## src/rtl/data_mem_responder.sv

```systemverilog
// Word-addressed data RAM behind a req/ready handshake with WAIT_CYCLES wait states.
// Optional macro DMEM_ALIGN_CHECK_EN: flag misaligned/out-of-range accesses on err.
module data_mem_responder #(
  parameter int DEPTH       = 64,
  parameter int WAIT_CYCLES = 2
) (
  input  logic        clk,
  input  logic        rst_n,
  input  logic        req,
  input  logic        we,
  input  logic [31:0] addr,
  input  logic [31:0] wdata,
  output logic [31:0] rdata,
  output logic        ready,
  output logic        err
);

  localparam int AW = $clog2(DEPTH);
  localparam logic [3:0] WAIT_LD = 4'(WAIT_CYCLES);

  typedef enum logic [1:0] {
    ST_IDLE = 2'd0,
    ST_WAIT = 2'd1,
    ST_RESP = 2'd2
  } state_t;

  state_t        state_r, state_nxt_s;
  logic [3:0]    cnt_r, cnt_nxt_s;
  logic [31:0]   addr_r, wdata_r;
  logic          we_r;
  logic [31:0]   mem_r [DEPTH];
  logic [31:0]   rdata_r;
  logic          ready_r, err_r;

  logic [31:0]   acc_addr_s, acc_wdata_s;
  logic          acc_we_s;
  logic [AW-1:0] acc_idx_s;
  logic          oor_s, bad_s, err_s, enter_resp_s, capture_s;

  // Next-state and wait counter.
  always_comb begin
    state_nxt_s = state_r;
    cnt_nxt_s   = cnt_r;
    capture_s   = 1'b0;
    case (state_r)
      ST_IDLE: begin
        if (req) begin
          capture_s   = 1'b1;
          cnt_nxt_s   = WAIT_LD;
          state_nxt_s = (WAIT_CYCLES == 0) ? ST_RESP : ST_WAIT;
        end else begin
          state_nxt_s = ST_IDLE;
        end
      end
      ST_WAIT: begin
        cnt_nxt_s = cnt_r - 4'd1;
        if (cnt_r == 4'd1) begin
          state_nxt_s = ST_RESP;
        end else begin
          state_nxt_s = ST_WAIT;
        end
      end
      ST_RESP: state_nxt_s = ST_IDLE;
      default: state_nxt_s = ST_IDLE;
    endcase
  end

  // With zero wait states the access completes on the capture edge, so use live inputs in IDLE.
  always_comb begin
    acc_addr_s   = (state_r == ST_IDLE) ? addr  : addr_r;
    acc_wdata_s  = (state_r == ST_IDLE) ? wdata : wdata_r;
    acc_we_s     = (state_r == ST_IDLE) ? we    : we_r;
    acc_idx_s    = acc_addr_s[AW+1:2];
    oor_s        = (acc_addr_s >= 32'(DEPTH * 4));
`ifdef DMEM_ALIGN_CHECK_EN
    bad_s        = oor_s | (acc_addr_s[1:0] != 2'b00);
    err_s        = bad_s;
`else
    bad_s        = oor_s;
    err_s        = 1'b0;
`endif
    enter_resp_s = rst_n && (state_nxt_s == ST_RESP);
  end

  // Control state, captured request and registered outputs.
  always_ff @(posedge clk or negedge rst_n) begin
    if (!rst_n) begin
      state_r <= ST_IDLE;
      cnt_r   <= 4'd0;
      addr_r  <= 32'h0;
      wdata_r <= 32'h0;
      we_r    <= 1'b0;
      ready_r <= 1'b0;
      err_r   <= 1'b0;
      rdata_r <= 32'h0;
    end else begin
      state_r <= state_nxt_s;
      cnt_r   <= cnt_nxt_s;
      if (capture_s) begin
        addr_r  <= addr;
        wdata_r <= wdata;
        we_r    <= we;
      end
      ready_r <= enter_resp_s;
      err_r   <= enter_resp_s & err_s;
      if (enter_resp_s) begin
        if (bad_s) begin
          rdata_r <= 32'h0;
        end else if (!acc_we_s) begin
          rdata_r <= mem_r[acc_idx_s];
        end
      end
    end
  end

  // RAM array: not reset, written only on the edge entering RESP.
  always_ff @(posedge clk) begin
    if (enter_resp_s && acc_we_s && !bad_s) begin
      mem_r[acc_idx_s] <= acc_wdata_s;
    end
  end

  assign rdata = rdata_r;
  assign ready = ready_r;
  assign err   = err_r;

endmodule

```

## config.mk

```make
export PLATFORM = sky130hd
export DESIGN_NAME = data_mem_responder
export DESIGN_NICKNAME = d
export VERILOG_FILES = /design/src/rtl/data_mem_responder.sv
export SDC_FILE = /design/constraint.sdc
export NUM_CORES = 2
export LEC_CHECK = 0
export ABC_CLOCK_PERIOD_IN_PS = 5000
export BUFFER_PORTS_ARGS = -buffer_cell sky130_fd_sc_hd__clkbuf_2
export CAP_MARGIN = 0
export CORE_UTILIZATION = 40
export DETAILED_ROUTE_END_ITERATION = 6
export MAX_ROUTING_LAYER = met4
export PLACE_DENSITY = 0.63
export SLEW_MARGIN = 40
export SYNTH_ARGS = -nofsm -noshare
export SYNTH_HDL_FRONTEND = slang
export SYNTH_SLANG_ARGS = --single-unit
```

## constraint.sdc

```tcl
create_clock -name clk -period 5 [get_ports clk]
set_input_delay 1.25 -clock clk [delete_from_list [all_inputs] [get_ports clk]]
set_output_delay 1.25 -clock clk [all_outputs]
set_load 0.05 [all_outputs]
```

==> qor.txt <==
WL/cell - 33.01 um
Slowest CP cell - or2_2
Cell taking the most area after synthesis - edfxtp_1
Vias in the first global route - 51200
Sequential cell area - 64050 um2
Synth Area in Compound Gates - 9.856%
Die area - 207700 um2
Synth warn - 0
Avg Cell Area, Syn - 14.75 um2
Commonest cells post-synth - edfxtp_1 (2048), nand2_1 (1205), a21oi_1 (334)
I/O pins - 102
First-pass GRT wire length - 400.4 mm
Max Fclk - 0.2371 GHz
Final hold viol count - 0
Drt drc - 0
Global-route usage over all layers - 28.15%
Final wirelength - 289.7 mm
Final #Nets - 5961
# Max-Cap Violations - 0
Hold buffer count at cts - 0
Setup repair bufs after CTS - 0
Outcome - finished, final reports clean
Post-synthesis simple-gate area fraction - 8.832%
Site Rows - 166
Area grow syn2layout - 17.12%
Synth top area share - 74.67%
Min cycle time layout - 4.217 ns
Sequential share of the synthesized area - 77.77%
Reg-to-Reg Start - state_r[1]$_DFF_PN0_
Crit. Startpoint - state_r[1]$_DFF_PN0_
Crit end category - register
Pleak - 32.15 nW
Initial DRC Count - 9020
Mux cell area share after synthesis - 1.272%
Clock-pin slew on the worst setup and hold paths - 0.06 ns
Peak VDD IR - 0.0005170 V
Root buf cell - clkbuf_16
Most frequent cell after synthesis - edfxtp_1
Port Buf Inserts - 98
Layout Cells excl Fill - 8776
Critical path peak fanout - 23
Max-slew violations - 0
PD cells - 635.8 nW/um2
Vias per Instance - 6.294
Post-DRT Antenna Nets - 0
Clk buf depth - 3
Ys flop type - edfxtp_1
Fillers - 17290
DP Wirelength - 166.4 mm
Die Ht - 455.8 um
Die X - 455.8 um
Slowest stage delay, CP - 0.68 ns
FF-to-FF setup slack - 0.78 ns
Setup violators final - 0
Synth area leaders - edfxtp_1 (75%), nand2_1 (5.5%), dfrtp_1 (3.1%), o22ai_1 (2.1%), a21oi_1 (2.0%)
Most frequent CP cell - buf_4
GRT overflow - 0
Worst min path class - primary input to asynchronous set/reset pin
Post-synth cell types - 85
Cells on worst reg2reg path - 9
Pre-antenna DRT Iters - 6
CTS H-tree lvls - 4
R2R Path End - rdata[15]$_DFFE_PN0P_
Post-layout util - 47.15%
Syn nets - 5653
Total power - 61.33 mW
CTS buffer count - 212
Share of layout cells above drive strength 1 - 15.40%
Signal arrival time at the worst endpoint - 4.99 ns
Routed vias - 55240
Post-synthesis cell area - 82360 um2
Critical path cell sequence - or2_2 -> buf_4 -> mux2_4 -> nor2_1 -> nand3_2 -> buf_4 -> nor4_1 -> buf_4 -> a32o_1
Initial antenna violation count - 9
Final Wtd Congestion - 0.8777
Core Box Area - 204600 um2
Area of the multi-input gates - 17300 um2
Post-synthesis xor/xnor area fraction - 0%
Critical path class - register to register
Sink Count - 2150
RSZ-0062 raised after global routing - no
Total Neg Setup Slack - 0 ns
Post-synth EDFFs - 2048
Fraction of registers with async set/reset - 4.744%
Slew headroom - 39.82%
Dpl cells - 8365
Largest net degree at the start of global routing - 67
Period utilisation layout - 84.34%
Worst skew pair latency - 0.89 ns
Worst slew pin tran - 0.9027 ns
Fraction of the mapped netlist area in adder cells - 0.03038%
Post_cts resized - 0
Crit path launch type - register
FF+latch count, synth - 2150
Largest family of logic cells by synthesized area - compound AO/OA/AOI/OAI gates
CP Data Required Time - 5.78 ns
Initial Util - 40.26%
Clock skew - 0.06329 ns
Synth Instances - 5583
CTS tree - built
## cell usage in the layout (no fill, tap or decap), types with 29 or more instances in the layout
cell       count
edfxtp_1    2048
nand2_1     1169
a21oi_1      334
o22ai_1      273
buf_4        250
clkbuf_16    212
a32oi_1      163
nand3_1      144
nor2_1       140
a31oi_1      132
buf_12       109
dfrtp_1      102
clkbuf_2      97
a211oi_1      80
mux2i_1       74
nor2_4        67
and3_1        53
nor4_1        47
clkbuf_1      45
clkinv_1      44
clkinv_2      43
nor3_1        36
o22a_1        33
o21ai_0       29
## report_power, final
part | internal (mW) | leakage, nW | switching [mW]
registers | 23.4 | 19.8 | 0.390
clock network | 9.20 | 3.45 | 7.01
logic | 5.52 | 8.85 | 15.8
## critical path: cells and delay by family (launching register included)
kind	cells	cell delay [ns]
AND/OR/NAND/NOR	4	1.83
flip-flops	1	0.64
AO/OA/AOI/OAI	1	0.15
multiplexers	1	0.36
buffers and inverters	3	1.10
## layer usage
layer  share of wire [%]  wire length (um)  track usage, %
met1                  37            106800           37.07
met2                  45            130800           41.92
met3                  13             37590           6.212
met4                 5.0             14520           12.34
met5                   0                 0               -
## sequential cells by signal, summed over array words and instances (netlist names)
name     cells
state_r      2
we_r         1
rdata       32
wdata_r     32
cnt_r        4
addr_r      30
ready        1
mem_r     2048
## kinds of logic after synthesis
kind of cell | Yosys count
AO/OA/AOI/OAI | 1203
adder cells (fa/ha/maj) | 2
buffers and inverters | 374
flip-flops | 2150
multiplexers | 100
other | 1
AND/OR/NAND/NOR | 1753
## worst max-delay path by stage
stage / endpoint / cells past startpoint
after floorplan: mem_r[0][0]$_DFFE_PP_ / 7
after global routing: rdata[15]$_DFFE_PN0P_ / 9
final: rdata[15]$_DFFE_PN0P_ / 9
after global placement: rdata[10]$_DFFE_PN0P_ / 10
after CTS: rdata[15]$_DFFE_PN0P_ / 9
after detailed placement: rdata[10]$_DFFE_PN0P_ / 10
## through the flow
step           cell area (um2)  worst slack (ns)  hold slack, ns
5_1_grt                  96460            0.6928          0.1675
3_5_place_dp             89350            0.4506          0.4622
3_3_place_gp             89190            0.4361          0.4604
4_1_cts                  96400            0.8589          0.1314
6_report                 96470            0.7831          0.1924
2_1_floorplan            82360            0.3613          0.4455
## final cells by class
class | instances | area share (%)
sequential | 2150 | 66.40
antenna | 12 | 0.03113
inverter | 5 | 0.01946
timing repair buffer | 463 | 4.821
clock buffer | 269 | 5.846
tap | 2688 | 3.486
multi-input combinational | 3059 | 17.93
clock inverter | 130 | 1.468
Note: power is estimated with default switching activity, not from simulation.
